File: src/rtl/sad_min_finder.sv
// sad_min_finder
// Scans a result SRAM from address 0 up to a latched last address and reports
// the smallest unsigned value found and the address where it first occurs.
//
// Ports
//   Clk        in   single clock, all state changes on the rising edge
//   Rst        in   asynchronous active-high reset
//   Go         in   start request, only looked at while idle
//   Last_Addr  in   highest address to scan, captured when Go is accepted
//   Sram_Data  in   SRAM read data, valid one edge after the read is issued
//   Addr       out  SRAM address
//   En         out  SRAM enable
//   RW         out  SRAM read/write select, tied to read (0)
//   Min_Value  out  smallest value of the last completed scan
//   Min_Index  out  address of Min_Value (lowest address on ties)
//   Busy       out  high while a scan is in progress
//   Done       out  one-cycle pulse when a scan completes
module sad_min_finder #(
    parameter int ADDR_WIDTH = 7,
    parameter int DATA_WIDTH = 32
) (
    input  logic                  Clk,
    input  logic                  Rst,
    input  logic                  Go,
    input  logic [ADDR_WIDTH-1:0] Last_Addr,
    input  logic [DATA_WIDTH-1:0] Sram_Data,
    output logic [ADDR_WIDTH-1:0] Addr,
    output logic                  En,
    output logic                  RW,
    output logic [DATA_WIDTH-1:0] Min_Value,
    output logic [ADDR_WIDTH-1:0] Min_Index,
    output logic                  Busy,
    output logic                  Done
);

    typedef enum logic [1:0] {
        IDLE = 2'd0,
        READ = 2'd1,
        WAIT = 2'd2,
        DONE = 2'd3
    } state_t;

    state_t                state_q, state_d;
    logic [ADDR_WIDTH-1:0] addr_q, addr_d;
    logic                  en_q, en_d;
    logic [ADDR_WIDTH-1:0] last_q, last_d;
    // valid_q marks the cycle in which Sram_Data holds the word addressed by
    // smp_idx_q (both are the previous cycle's En/Addr).
    logic                  valid_q, valid_d;
    logic [ADDR_WIDTH-1:0] smp_idx_q, smp_idx_d;
    logic [DATA_WIDTH-1:0] run_val_q, run_val_d;
    logic [ADDR_WIDTH-1:0] run_idx_q, run_idx_d;
    logic [DATA_WIDTH-1:0] min_val_q, min_val_d;
    logic [ADDR_WIDTH-1:0] min_idx_q, min_idx_d;
    logic                  busy_q, busy_d;
    logic                  done_q, done_d;

    // State register and all datapath flops, cleared asynchronously by Rst.
    always_ff @(posedge Clk or posedge Rst) begin
        if (Rst) begin
            state_q   <= IDLE;
            addr_q    <= '0;
            en_q      <= 1'b0;
            last_q    <= '0;
            valid_q   <= 1'b0;
            smp_idx_q <= '0;
            run_val_q <= '0;
            run_idx_q <= '0;
            min_val_q <= '0;
            min_idx_q <= '0;
            busy_q    <= 1'b0;
            done_q    <= 1'b0;
        end else begin
            state_q   <= state_d;
            addr_q    <= addr_d;
            en_q      <= en_d;
            last_q    <= last_d;
            valid_q   <= valid_d;
            smp_idx_q <= smp_idx_d;
            run_val_q <= run_val_d;
            run_idx_q <= run_idx_d;
            min_val_q <= min_val_d;
            min_idx_q <= min_idx_d;
            busy_q    <= busy_d;
            done_q    <= done_d;
        end
    end

    // Next-state, address sequencing and running-minimum update.
    always_comb begin
        state_d   = state_q;
        addr_d    = addr_q;
        en_d      = 1'b0;
        last_d    = last_q;
        valid_d   = en_q;
        smp_idx_d = addr_q;
        run_val_d = run_val_q;
        run_idx_d = run_idx_q;
        min_val_d = min_val_q;
        min_idx_d = min_idx_q;

        // Sample 0 seeds the running minimum; later samples replace it only
        // when strictly smaller, so the earliest address wins a tie.
        if (valid_q) begin
            if ((smp_idx_q == {ADDR_WIDTH{1'b0}}) || (Sram_Data < run_val_q)) begin
                run_val_d = Sram_Data;
                run_idx_d = smp_idx_q;
            end else begin
                run_val_d = run_val_q;
                run_idx_d = run_idx_q;
            end
        end else begin
            run_val_d = run_val_q;
            run_idx_d = run_idx_q;
        end

        case (state_q)
            IDLE: begin
                if (Go) begin
                    state_d = READ;
                    last_d  = Last_Addr;
                    addr_d  = {ADDR_WIDTH{1'b0}};
                    en_d    = 1'b1;
                end else begin
                    state_d = IDLE;
                end
            end
            READ: begin
                // Stop at the last address instead of incrementing, so Addr
                // never passes it and never wraps.
                if (addr_q == last_q) begin
                    state_d = WAIT;
                end else begin
                    addr_d = addr_q + ADDR_WIDTH'(1);
                    en_d   = 1'b1;
                end
            end
            WAIT: begin
                // The final sample is compared on this same edge, so publish
                // the already-updated running values.
                state_d   = DONE;
                min_val_d = run_val_d;
                min_idx_d = run_idx_d;
            end
            DONE: begin
                state_d = IDLE;
            end
            default: begin
                state_d = IDLE;
            end
        endcase

        busy_d = (state_d != IDLE);
        done_d = (state_d == DONE);
    end

    assign Addr      = addr_q;
    assign En        = en_q;
    assign RW        = 1'b0;
    assign Min_Value = min_val_q;
    assign Min_Index = min_idx_q;
    assign Busy      = busy_q;
    assign Done      = done_q;

endmodule

File: config.mk
export PLATFORM = sky130hd
export DESIGN_NAME = sad_min_finder
export DESIGN_NICKNAME = d
export VERILOG_FILES = /design/src/rtl/sad_min_finder.sv
export SDC_FILE = /design/constraint.sdc
export NUM_CORES = 1
export LEC_CHECK = 0
export CAP_MARGIN = 40
export CORE_ASPECT_RATIO = 0.75
export CORE_MARGIN = 2
export CORE_UTILIZATION = 57
export DETAILED_ROUTE_END_ITERATION = 12
export GPL_TIMING_DRIVEN = 0
export PLACE_DENSITY_LB_ADDON = 0.05
export SLEW_MARGIN = 20
export SYNTH_ARGS = -nofsm -noshare
export SYNTH_HDL_FRONTEND = slang
export SYNTH_SLANG_ARGS = --single-unit
File: constraint.sdc
create_clock -name Clk -period 7.2 [get_ports Clk]
set_clock_uncertainty 0.05 [all_clocks]
set_input_delay 1.44 -clock Clk [delete_from_list [all_inputs] [get_ports Clk]]
set_output_delay 1.44 -clock Clk [all_outputs]
set_load 0.02 [all_outputs]
# Yosys cells after proc, flatten, opt, wreduce, memory -nomap -nowiden
# Cells that the tools add are included.
# op_classes
n_lt_le_gt_ge	1
muxes	13
eq_ne	7
n_reduce_logical	7
add_sub_neg	1
# ops
op	count
2-to-1 mux 32 bit	2
less-than comparator 32 bit	1
2-to-1 mux 7 bit	4
one-hot mux 7 bit (2 select lines)	1
one-hot mux 2 bit (4 select lines)	1
adder 7 x 1 -> 7 bit (second input constant)	1
equality test 7 bit	1
zero test 7 bit	1
equality test 2 bit (second input constant)	3
inequality test 2 bit (second input constant)	2
nonzero test 2 bit	2
2-to-1 mux 1 bit	3
AND reduction 3 bit	1
equality test 2 x 1 -> 1 bit (second input constant)	1
zero test 2 bit	1
2-to-1 mux 2 bit	1
one-hot mux 1 bit (2 select lines)	1
AND reduction 2 bit	1
logical OR 1 bit	1
# word_totals
ff_bits	105
inputBits	42

# Depth between registers and ports, before layout
# depth
word_depth	4
depth_mapped	10
depth_no_buf	8

# Worst setup path before layout
# OpenSTA, ideal clock, no wires.
# synth_path
kind	input to register
from	input port Sram_Data[15]
to	register run_idx_q[0]
setup_slack_ns	3.852
setup_time_ns	0.125
cell_stages	8
arrival_time_ns	3.173
n_path_buf	1
path_cell_list	ha_1 > nand4_1 > nor3_1 > o2111ai_2 > a31oi_2 > or2_1 > buf_6 > mux2_4
# synth_via
elab_chain_cells	4
# synth_rtl
item	line_no	rtl
start, declared	26	input logic [DATA_WIDTH-1:0] Sram_Data,
less-than comparator 32 bit	105	if ((smp_idx_q == {ADDR_WIDTH{1'b0}}) || (Sram_Data < run_val_q)) begin
logical OR 1 bit	105	
2-to-1 mux 7 bit	105	
2-to-1 mux 7 bit	104	if (valid_q) begin
via run_idx_d[0]	52	logic [ADDR_WIDTH-1:0] run_idx_q, run_idx_d;
end signal, assigned	81	run_idx_q <= run_idx_d;
end, declared	52	
# The timed path passes the listed nets, and every way through them passes these cells.
# A chain may end at the register's enable or synchronous reset.

# Worst setup path in the final report
# layout_path
from	input port Sram_Data[14]
to	register min_val_q[26] (netlist: Min_Value[26])
# layout_via
elab_chain_cells	4
# layout_rtl
item	line_no	rtl
less-than comparator 32 bit	105	
logical OR 1 bit	105	
2-to-1 mux 32 bit	105	
2-to-1 mux 32 bit	104	
end signal, assigned	82	min_val_q <= min_val_d;
end, declared	53	logic [DATA_WIDTH-1:0] min_val_q, min_val_d;
# Every way passes these cells.

==> results.cfg <==
[route]
drc = 0
wl_met2_um = 5990
ant_nets = 0
dr.max_layer_used = met4
first_pass_iters = 6
routed_wl_um = 12900
vias_per_cell = 5.66
wl_per_cell_um = 16.7
vias = 4365
drt_iter0_drc = 363
route.met3.wl_um = 829
wl_met1_um = 5830

[timing]
setup_viol = 0
setup_tns_ns = 0
post-route-period-util_pct = 56.7
timing.fmax_ghz = 0.245
max_slew.worst_pin.slew_ns = 0.625
slew_violations = 0
max_slew_margin_pct = 58.3
finalCriticalPeriod_ns = 4.08
hold_ws_ns = 0.373
hold_viol = 0
rsz0062_at_grt = no

[power]
power_density_nw_per_um2 = 414
leakage_uw = 0.00297
power.total_uw = 2760
ir_drop_mv = 0.268

[synthesis]
synthSimpleGateAreaFrac_pct = 10.1
synth_edf_count = 0
yosysSeqAreaShare_pct = 49.7
synth_fa_ha_area_share_pct = 7.57
synth_top_family_by_area = compound AO/OA/AOI/OAI gates
synth_ff_type = dfrtp_1
synth_seq_cells = 105
syn_nets = 611
synth_commonest_cells = 105 x dfrtp_1, 68 x inv_1, 45 x a21oi_1
synthXorXnorAreaFrac_pct = 1.82
netlist_instances = 537
synth_compound_area_share_pct = 19.0
mappedNetlistArea_sq_um = 5290
yosysWarnings = 0
synth.most_common_cell = dfrtp_1
yosysTopAreaCellShare_pct = 49.7
synth_top_cell_by_area = dfrtp_1
syn_area_per_cell_sq_um = 9.84
synthTopCellsByArea = dfrtp_1 50%, ha_1 7.6%, o31a_1 5.1%
muxShareOfSynthArea_pct = 3.95
async_reset_ff_share_pct = 100
ys_types = 45

[clocking]
hold_buffers = 0
clk_pin_slew_ns = 0.07
cts-root-buf = clkbuf_16
cts_num_sinks = 105
cts_buffers = 9
clockBufferDepth = 2
htreeDepth = 3
cts_setup_buffers = 0
clk_latency_ns = 0.35
cts_tree = done
cts_resized = 0

[final_layout]
drive_gt1_share_pct = 6.53
areaGrowthSynthToFinish_pct = 26.1
multi_input_area_sq_um = 2250
fin_util_pct = 73.7
seq_area_sq_um = 2630
fin_area_sq_um = 6670
nFillCells = 680
nets = 713
n_antenna_cell = 0

[place]
routabilityCongestion = 0.828
hpwlAfterDp_um = 8810
portBuffers = 90
place_area_sq_um = 6380

[floorplanning]
chipHeight_um = 87.4
core_sq_um = 9050
rows = 30
die_w_um = 115
start_util_pct = 58.4
ios = 92
die_area_sq_um = 10100

[critical_path]
path_cells = clkdlybuf4s50_1, ha_1, nand4_1, nor3_1, o2111ai_2, a31oi_2, clkbuf_1, o21ai_0, a21oi_1
end_kind = flip-flop
cp-start-kind = primary input
critPathMaxFanout = 10
required_ns = 7.40
crit_type = in2reg
rrSetupSlack_ns = 4.28
rr_worst_depth = 9
critical-path-slowest-cell = clkdlybuf4s50_1
critPathMaxStageDelay_ns = 0.45
crit_arrival_ns = 4.29

[global_routing]
grt_max_degree = 62
grt_pass1_wl_um = 21000
track_usage_pct = 27.1
grt_pass1_vias = 4364
antenna_found_initial = 0
grt-ovfl-total = 0

[job]
cap_viol_max_count = 0

[hold_path]
min_path_type = reg2reg
worstHoldPathCells = 0

[outcome]
status = completed
[critical path, delay by kind of cell]
kind / cells / cell delay [ns]
simple gates: 2 / 0.55
compound gates: 4 / 1.09
fa+ha+maj: 1 / 0.32
buf+inv: 2 / 0.88
[sequential cells by signal, summed over array words and instances, names as in the netlist]
| name | cells |
|---|---|
| smp_idx_q | 7 |
| last_q | 7 |
| En | 1 |
| Busy | 1 |
| run_idx_q | 7 |
| Addr | 7 |
| state_q | 2 |
| Min_Value | 32 |
| valid_q | 1 |
| Done | 1 |
| run_val_q | 32 |
| Min_Index | 7 |
[through the flow]
step / instances / setup slack (ns)
final: 771 / 3.12
after global routing: 771 / 3.02
after CTS: 771 / 3.22
after detailed placement: 756 / 2.94
after global placement: 755 / 1.41
after floorplan: 537 / 2.95
[worst paths after layout]
kind,startpoint,to
max,Sram_Data[14],Min_Value[26]
min,En,valid_q
max reg2reg,run_val_q[14],Min_Value[26]
min reg2reg,En,valid_q
max in group asynchronous,Rst,Min_Value[22]
min in group asynchronous,Rst,Min_Value[2]
[report_power, final]
| part | switching (uW) | internal (uW) |
|---|---|---|
| sequential | 167 | 834 |
| combinational | 721 | 554 |
| clock | 218 | 267 |
[placed cells by master, fill, tap and decap left out, drive strengths merged, types with 3 or more instances in the layout]
cell type	netlist	final
and2	14	14
o21ai	69	69
nand4	5	5
nor4	3	3
clkinvlp	0	3
nand2	21	21
clkdlybuf4s50	0	90
o31a	31	31
nor3	11	11
xor2	4	4
buf	9	10
nor2	37	37
inv	68	68
nand2b	6	6
clkbuf	21	31
dfrtp	105	105
a211o	7	7
ha	32	32
a21oi	45	45
mux2	15	15
nand3	5	5
xnor2	7	7
[final cells by class]
| class | count | area share, % |
|---|---|---|
| clock inverters | 5 | 0.863 |
| multi-input cells | 333 | 33.7 |
| plain buffers | 30 | 2.29 |
| well taps | 128 | 2.40 |
| inverters | 69 | 3.96 |
| flip-flops and latches | 105 | 39.4 |
| clock buffers | 10 | 3.43 |
| repair buffers | 91 | 13.9 |
[cell families after synthesis]
| group | after synthesis |
|---|---|
| DFF | 105 |
| xor gates and xnor gates | 11 |
| other | 1 |
| and+or+nand+nor | 110 |
| muxes | 16 |
| adders and majority gates | 32 |
| buffers and inverters | 99 |
| AOI/OAI and AO/OA | 163 |
[layer usage]
metal | up-vias | GRT usage, %
met5 | - | 0
li1 | 2053 | -
met2 | 168 | 43.5
met4 | 0 | 8.76
met1 | 2123 | 36.9
met3 | 21 | 6.26
Note: power is estimated with default switching activity, not from simulation.
